$ cat config.mk
export PLATFORM = sky130hd
export DESIGN_NAME = sc
export DESIGN_NICKNAME = d
export VERILOG_FILES = /design/src/rtl/sc.sv
export SDC_FILE = /design/constraint.sdc
export NUM_CORES = 1
export LEC_CHECK = 0
export CAP_MARGIN = 30
export CORE_AREA = 2 2 39 41
export DETAILED_ROUTE_END_ITERATION = 16
export DIE_AREA = 0 0 41 43
export GPL_TIMING_DRIVEN = 0
export PLACE_DENSITY_LB_ADDON = 0.3
export SETUP_SLACK_MARGIN = 0.3
export SYNTH_ARGS = -nofsm -noshare
export SYNTH_HDL_FRONTEND = slang
export SYNTH_SLANG_ARGS = --single-unit
$ cat constraint.sdc
create_clock -name clk -period 2.1 [get_ports clk]
set_input_delay 0.21 -clock clk [delete_from_list [all_inputs] [get_ports clk]]
set_output_delay 0.21 -clock clk [all_outputs]
set_load 0.005 [all_outputs]
$ cat src/rtl/sc.sv
// Sequence counter: steps q through a packed code table, one entry per clock.
// count marks the cycle in which the last table entry is on q.
module sc #(
  parameter int WIDTH   = 3,
  parameter int SEQ_LEN = 8,
  parameter logic [SEQ_LEN*WIDTH-1:0] SEQ = {
    3'b100, 3'b101, 3'b111, 3'b110,
    3'b010, 3'b011, 3'b001, 3'b000
  }
) (
  input  logic             clk,
  input  logic             rst,
  output logic [WIDTH-1:0] q,
  output logic             count
);

  localparam int IW = (SEQ_LEN > 2) ? $clog2(SEQ_LEN) : 1;
  localparam logic [IW-1:0] LAST = IW'(SEQ_LEN - 1);

  if (SEQ_LEN < 2 || SEQ_LEN > 2**WIDTH) begin : g_bad_len
    $error("sc: SEQ_LEN must be in 2..2**WIDTH");
  end

  logic [WIDTH-1:0] w_tab [SEQ_LEN];

  for (genvar g = 0; g < SEQ_LEN; g++) begin : g_tab
    assign w_tab[g] = SEQ[g*WIDTH +: WIDTH];
  end

  logic [IW-1:0]    r_idx;
  logic [WIDTH-1:0] r_q;
  logic             r_count;
  logic [IW-1:0]    w_nxt;

  // An out-of-range index takes the same path as the wrap, back to entry 0.
  always_comb begin
    w_nxt = r_idx + IW'(1);
    if (r_idx >= LAST)
      w_nxt = '0;
  end

  always_ff @(posedge clk) begin
    if (!rst) begin
      r_idx   <= '0;
      r_q     <= w_tab[0];
      r_count <= 1'b0;
    end else begin
      r_idx   <= w_nxt;
      r_q     <= w_tab[w_nxt];
      r_count <= (w_nxt == LAST);
    end
  end

  assign q     = r_q;
  assign count = r_count;

endmodule

# After elaboration in Yosys (flattened, before gate mapping)
# Memories as Yosys holds them, arrays and structs flattened. A register that Yosys moved wholly into a read port is not among the register bits.
# Cells that the tools add are included.
[word_totals]
reg_bits = 4
romBits = 24
inputBits = 2
output_inout_bits = 4
wordCells = 9
memories = 1
[memory_table]
columns = ["memory", "words", "word_bits", "read_ports", "rd_clocked_by_memory_dff", "wr", "line", "source"]
rows = [
  ["(name not given)", 8, 3, 1, 1, 0, "49", "r_q <= w_tab[w_nxt];"],
]
[classes]
addsub = 1
n_lt_le_gt_ge = 1
eq_ne = 1
mux = 1
bitwise = 1
n_reduce_logical = 1
[op_table]
columns = ["op", "n"]
rows = [
  ["NOT 3 -> 4 bit", 1],
  ["adder 3 x 1 -> 3 bit (second input constant)", 1],
  ["equality test 3 bit (second input constant)", 1],
  [">= comparator 3 bit (second input constant)", 1],
  ["2-to-1 mux 3 bit", 1],
  ["logical NOT 1 bit", 1],
]

# Depth between registers and ports, before layout
[depth]
depth_word = 3
depth_mapped = 5
mapped_depth_nobuf = 5

# Worst setup path before layout
# OpenSTA, ideal clock, no wires.
[synth_path]
path_type = "reg-to-reg"
from = "reg r_idx[0]"
to = "reg r_q[1] (netlist: q[1])"
setup_ns = 0.123
arrival_time_ns = 1.376
t_required_ns = 1.977
setup_slack_ns = 0.601
path_stages_with_launch = 6
path_buffers = 0
synth_period_minus_slack_ns = 1.499
path_cell_list = "dfxtp_1 -> ha_1 -> ha_1 -> inv_1 -> a311oi_2 -> mux2_1"
[synth_via]
elab_chain_len = 3
elab_cells_between_ends = 4
[synth_rtl]
columns = ["item", "line", "source"]
rows = [
  ["from (decl)", "30", "logic [IW-1:0] r_idx;"],
  ["from (signal assigned)", "48", "r_idx <= w_nxt;"],
  ["adder 3 x 1 -> 3 bit or >= comparator 3 bit (tied branches)", "37, 38", ""],
  ["2-to-1 mux 3 bit (*)", "38", "if (r_idx >= LAST)"],
  ["NOT 3 -> 4 bit (not written as such) (*)", "49", ""],
  ["to (decl)", "31", "logic [WIDTH-1:0] r_q;"],
]
# Mark *: on every way between the ends. The rest lies on a longest branch, timed or not.
# A chain may end at the register's enable or synchronous reset.

# Final worst setup path
# Same ends and word-level chain as after synthesis.

==> results.sh <==
export IMPL_drive_above_1_share=0.161
export IMPL_synthFlopType="dfxtp_1"
export IMPL_cts_sinks=6
export IMPL_die_area_um2=1760
export IMPL_place_hpwl_um=295
export IMPL_synthSimpleGateAreaFrac=0.121
export IMPL_max_cap_violations=0
export IMPL_drt_initial_drc_count=0
export IMPL_fin_setup_tns_ps=0
export IMPL_switchingPower_mw=0.0645
export IMPL_synthTopCellsByArea="dfxtp_1 45%, ha_1 23%, a311oi_2 5.6%"
export IMPL_cp_max_fo=5
export IMPL_fill_cells=152
export IMPL_cts_buffers=3
export IMPL_syn_to_final_growth_pct=34.6
export IMPL_initial_core_util=0.193
export IMPL_portBuffers=5
export IMPL_grt_overflow=0
export IMPL_hold_start="r_idx[0]"
export IMPL_min_to="r_idx[0]"
export IMPL_switching_share=0.231
export IMPL_synth_warnings=0
export IMPL_rsz0062_at_grt="false"
export IMPL_utilization=0.260
export IMPL_r2r_setup_slack_ps=480
export IMPL_dieHeight_um=43
export IMPL_synth_top_area_share=0.449
export IMPL_yosysTopAreaCell="dfxtp_1"
export IMPL_finalSetupViolations=0
export IMPL_finalHoldViolations=0
export IMPL_r2r_end="q[1]"
export IMPL_p_leak_nw=0.163
export IMPL_clk_latency_ps=250
export IMPL_place_gp_congestion=0.716
export IMPL_r2r_start="r_idx[0]"
export IMPL_cts_path_max_buffers=2
export IMPL_synth_xor_area_frac=0
export IMPL_crit_path_end_kind="flop"
export IMPL_grt_pass1_vias=153
export IMPL_path_clk_slew_ps=40
export IMPL_die_w_um=41
export IMPL_powerDensity_nw_per_um2=777
export IMPL_stdcell_count=47
export IMPL_seq_power_share=0.474
export IMPL_io_pins=6
export IMPL_grtUsageTotal=0.0733
export IMPL_grt_pass1_wl_um=683
export IMPL_grt_start_max_net_pins=7
export IMPL_worst_pin_slew_ps=311
export IMPL_drc=0
export IMPL_synthDistinctLibCells=11
export IMPL_maxSlewHeadroom=0.793
export IMPL_synth_compound_area_frac=0.0841
export IMPL_power_combinational_fraction=0.149
export IMPL_internal_power_mw=0.215
export IMPL_antenna_found_initial=0
export IMPL_synth_edff_count=0
export IMPL_place_inst=44
export IMPL_path_class="flop to flop"
export IMPL_root_buffer="clkbuf_4"
export IMPL_synth_top_family_by_area="adder cells"
export IMPL_cts_hold_buf=0
export IMPL_via_per_inst=3.85
export IMPL_multi_input_area_um2=129
export IMPL_fin_area_um2=360
export IMPL_holdWs_ps=555
export IMPL_fmax_mhz=617
export IMPL_peakVddDrop_v=0.000346
export IMPL_cts_htree_levels=1
export IMPL_synth_async_reset_ratio=0
export IMPL_hold_depth=1
export IMPL_wl_per_cell_um=9.02
export IMPL_arrival_ps=1750
export IMPL_cts_resized=0
export IMPL_hp_class="flop to flop"
export IMPL_tritoncts="done"
export IMPL_synth_cell_area_um2=268
export IMPL_avgSynthCellArea_um2=11.6
export IMPL_final_nets=40
export IMPL_n_antenna_cell=0
export IMPL_final_seq_area_um2=120
export IMPL_ys_seq_area_frac=0.449
export IMPL_required_ps=2230
export IMPL_synthCells=23
export IMPL_synth_nets=30
export IMPL_clkPwrFrac=0.377
export IMPL_yosysMostFrequentCell="dfxtp_1"
export IMPL_synth_common_cells="6 x dfxtp_1, 5 x ha_1, 3 x inv_1"
export IMPL_place_area_um2=338
export IMPL_vias=181
export IMPL_period_needed_ps=1620
export IMPL_drt_wl_total_um=424
export IMPL_post_cts_buffers=0
export IMPL_clock_skew_ps=2.13
export IMPL_r2r_cells=5
export IMPL_synth_seq_cells=6
export IMPL_start_kind="flop"
export IMPL_muxShareOfSynthArea=0.0421
export IMPL_synth_fa_ha_area_frac=0.234
export IMPL_core_area_um2=1380
export IMPL_drtAntennaViolNets=0
export IMPL_num_rows=14
export IMPL_maxSlewViolCount=0
export IMPL_outcome="finished clean"
export IMPL_finalCritPeriodShare=0.771
export IMPL_first_pass_iters=1
-- through the flow --
stage / setup slack (ps) / power [mW]
2_1_floorplan: 601 / 0.156
3_3_place_gp: 500 / 0.175
3_5_place_dp: 483 / 0.176
4_1_cts: 478 / 0.286
5_1_grt: 405 / 0.301
6_report: 480 / 0.280
-- cell families (layout without fill, tap and decap cells) --
family / Yosys count / after routing
DFF: 6 / 6
adders and majority gates: 5 / 5
and+or+nand+nor: 5 / 5
buffers and inverters: 4 / 12
AOI/OAI and AO/OA: 2 / 2
muxes: 1 / 1
-- how the worst max path moves through the flow --
stage / from / end / slack (ps) / depth (start not counted)
final: r_idx[0] / q[1] / 480 / 5
after global routing: r_idx[0] / q[1] / 410 / 5
after CTS: r_idx[0] / q[1] / 480 / 5
after detailed placement: r_idx[0] / q[1] / 480 / 5
after global placement: r_idx[0] / q[1] / 500 / 5
after floorplan: r_idx[0] / q[1] / 600 / 5
-- power by group through the flow --
stage | Sequential [mW] | Clock (mW) | Combinational (mW)
final | 0.133 | 0.106 | 0.0417
after global routing | 0.134 | 0.121 | 0.0459
after CTS | 0.133 | 0.111 | 0.0425
after detailed placement | 0.134 | 0 | 0.0420
after global placement | 0.134 | 0 | 0.0409
after floorplan | 0.134 | 0 | 0.0220
-- cell usage in the layout, fill, tap and decap left out --
cell type	netlist	final
inv_1	3	3
and3_1	1	1
buf_4	1	1
and2_1	2	2
a311oi_2	1	1
mux2_1	1	1
o21a_1	1	1
ha_1	5	5
nor2b_1	1	1
nor3b_1	1	1
clkbuf_4	0	3
dfxtp_1	6	6
clkdlybuf4s50_1	0	5
-- sequential cells by signal (all words and copies together), names as in the netlist --
signal	cells
count	1
q	3
r_idx	2
-- critical path, stage by stage, from the launching register on --
cell      delay, ps
dfxtp_1         350
ha_1            220
ha_1            270
inv_1            40
a311oi_2        270
mux2_1          350
-- routing by layer --
layer	wire length (um)	up-vias	part of all wire	GRT usage
met1	180	76	0.42	0.0772
li1	-	93	-	-
met4	29	0	0.068	0.100
met3	47	4	0.11	0.0785
met2	166	8	0.39	0.0594
met5	0	-	0	0
-- cell type report --
type                            instances  share of cell area
Buffer                                  1              0.0208
Clock buffer                            3              0.0625
Inverter                                3              0.0312
Multi-Input combinational cell         13               0.358
Sequential cell                         6               0.333
Tap cell                               16              0.0556
Timing Repair Buffer                    5               0.139
No activity file was read; power rests on OpenSTA's default activity.
==> RTL change: new RTL, config.mk and constraints unchanged <==
Register the output `count` once more; this adds one clock of latency there. The other outputs are not delayed to match. Comments in the files are not updated.
--- a/src/rtl/sc.sv
+++ b/src/rtl/sc.sv
@@ -52,7 +52,9 @@
   end
 
   assign q     = r_q;
-  assign count = r_count;
+  always_ff @(posedge clk) begin
+    count <= r_count;
+  end
 
 endmodule
 
Function: changed (a bounded check fails within 10 cycles, from zero or initial values and one cycle with rst low).
==> RTL change against the original RTL <==
Sequential cell count grew 1. First-iteration DRC count grew 2. Power grew 15%. Largest power group unchanged. Critical endpoint unchanged. Clock skew grew 3.0 ps. Non-clock buffer count is the same. Die area is the same. Hold slack lost 220 ps. Sequential share of layout area grew 3.0 points. Largest cell class is now registers. Synthesized area grew 7.5%. Design area grew 6.9%. Routed wire length grew 6.4%. Setup slack gained 23 ps.
==> RTL change: results (changes against the original RTL) <==
- Status: complete, no violations
- Crit Path Max Fanout: 5 (unchanged)
- Ys async rst share: 0 (unchanged)
- First-pass GRT wire length: 821 um (+20%)
- Dpl cells: 45 (+2.3%)
- Ranking of synthesized cells by area: dfxtp_1, ha_1, a311oi_2, and2_1, inv_1
- CP arrival: 1750 ps (about the same)
- Max-slew headroom: 0.8025 (+0.009841)
- Routability congestion estimate: 0.7202 (+0.66%)
- Hold Crit Start: r_count$_SDFF_PN0_
- Leakage: 0.1752 nW (+7.3%)
- CTS buffer count: 3 (unchanged)
- Synth cell types: 11 (unchanged)
- Clk Latency, worst-skew pair: 260 ps
- Reg2Reg Launch Point: r_idx[0]$_SDFF_PN0_
- Clk slew on worst S/H paths: 60 ps (+20 ps)
- Syn_nets: 31 (+3.3%)
- Syn. warnings: 0 (unchanged)
- Sw Pwr: 0.00008293 W (+28%)
- Slowest-stage cell, CP: dfxtp_1
- Clk buf depth: 2 (unchanged)
- Adder-cell share of the synthesized area: 0.2174 (-0.01625)
- Mux contribution to synthesized area: 0.03913 (-0.002926)
- Synth Instances: 24 (+4.3%)
- Share of cells above drive strength 1: 0.1818 (+0.02053)
- Worst Hold Class: flip-flop to flip-flop
- Postcts setup bufs: 0 (unchanged)
- Final non-filler cell total: 49 (+4.3%)
- Number of global-route vias before repair: 206 (+35%)
- Vias: 182 (+0.55%)
- Initial DRC Count: 2 (+2)
- Drt first pass iters: 2 (+1)
- Total global-route track usage: 0.07452 (+0.001228)
- Fillers: 154 (+1.3%)
- Initial antenna violation count: 0 (unchanged)
- CTS root buf: clkbuf_4
- Buffers added on ports: 5 (unchanged)
- Most frequent cells after synthesis: dfxtp_1, ha_1, inv_1
- Post-synthesis sequential area ratio: 0.4870 (+0.03836)
- Pin count of the biggest net entering global routing: 7 (unchanged)
- Crit path from: r_idx[0]$_SDFF_PN0_
- N_diodes: 0 (unchanged)
- Number of nets in the layout: 41 (+2.5%)
- Max reg flops: 3 (unchanged)
- DP Wirelength: 334 um (+13%)
- Slowest stage delay, CP: 360 ps
- Clock Skews: 5.134 ps (+3.002 ps)
- PostCTS Resize Cnt: 0 (unchanged)
- Peak supply drop: 0.2729 mV (-21%)
- Synth Area in Compound Gates: 0.07826 (-0.005851)
- Per-cell routed wire length: 9.204 um (+2.0%)
- Post-Synth XOR/XNOR Area: 0 (unchanged)
RTL change: power by group through the flow:
stage          Clock (W)  Combinational (W)  Sequential (W)
3_5_place_dp           0          0.0000426        0.000154
3_3_place_gp           0          0.0000406        0.000154
4_1_cts         0.000138          0.0000433        0.000151
5_1_grt         0.000141          0.0000483        0.000153
6_report        0.000130          0.0000417        0.000151
2_1_floorplan          0          0.0000220        0.000153
RTL change: metal layers:
| layer | share of wire | vias up | GRT usage |
|---|---|---|---|
| li1 | - | 94 | - |
| met1 | 0.45 | 84 | 0.06818 |
| met2 | 0.53 | 4 | 0.1094 |
| met3 | 0.027 | 0 | 0.06283 |
| met4 | 0 | 0 | 0.04000 |
| met5 | 0 | - | 0 |
RTL change: stage by stage:
step / area [um^2] / worst slack [ps] / power [W]
after floorplan: 287.8 / 600.8 / 0.0001753
after global placement: 357.8 / 512.7 / 0.0001941
after detailed placement: 357.8 / 510.6 / 0.0001969
after CTS: 385.4 / 475.6 / 0.0003320
after global routing: 385.4 / 402.6 / 0.0003415
final: 385.4 / 503.0 / 0.0003224
RTL change: final cells by class:
type,instances,share of cell area
Timing Repair Buffer,5,0.1299
Tap cell,16,0.05195
Multi-Input combinational cell,13,0.3344
Sequential cell,7,0.3636
Buffer,1,0.01948
Clock buffer,3,0.05844
Clock inverter,1,0.01299
Inverter,3,0.02922
RTL change: worst max-delay path, delay by kind of cell, from the launching register on:
family	cells	cell delay, ps
muxes	1	350
buffers and inverters	1	40
AOI/OAI and AO/OA	1	260
adders and majority gates	2	480
DFF	1	360
RTL change: final timing paths:
path,to,slack [ps],cells after the start
max,q[1]$_SDFF_PN0_,500,5
min,count$_DFF_P_,330,0
max reg2reg,q[1]$_SDFF_PN0_,500,5
min reg2reg,count$_DFF_P_,330,0
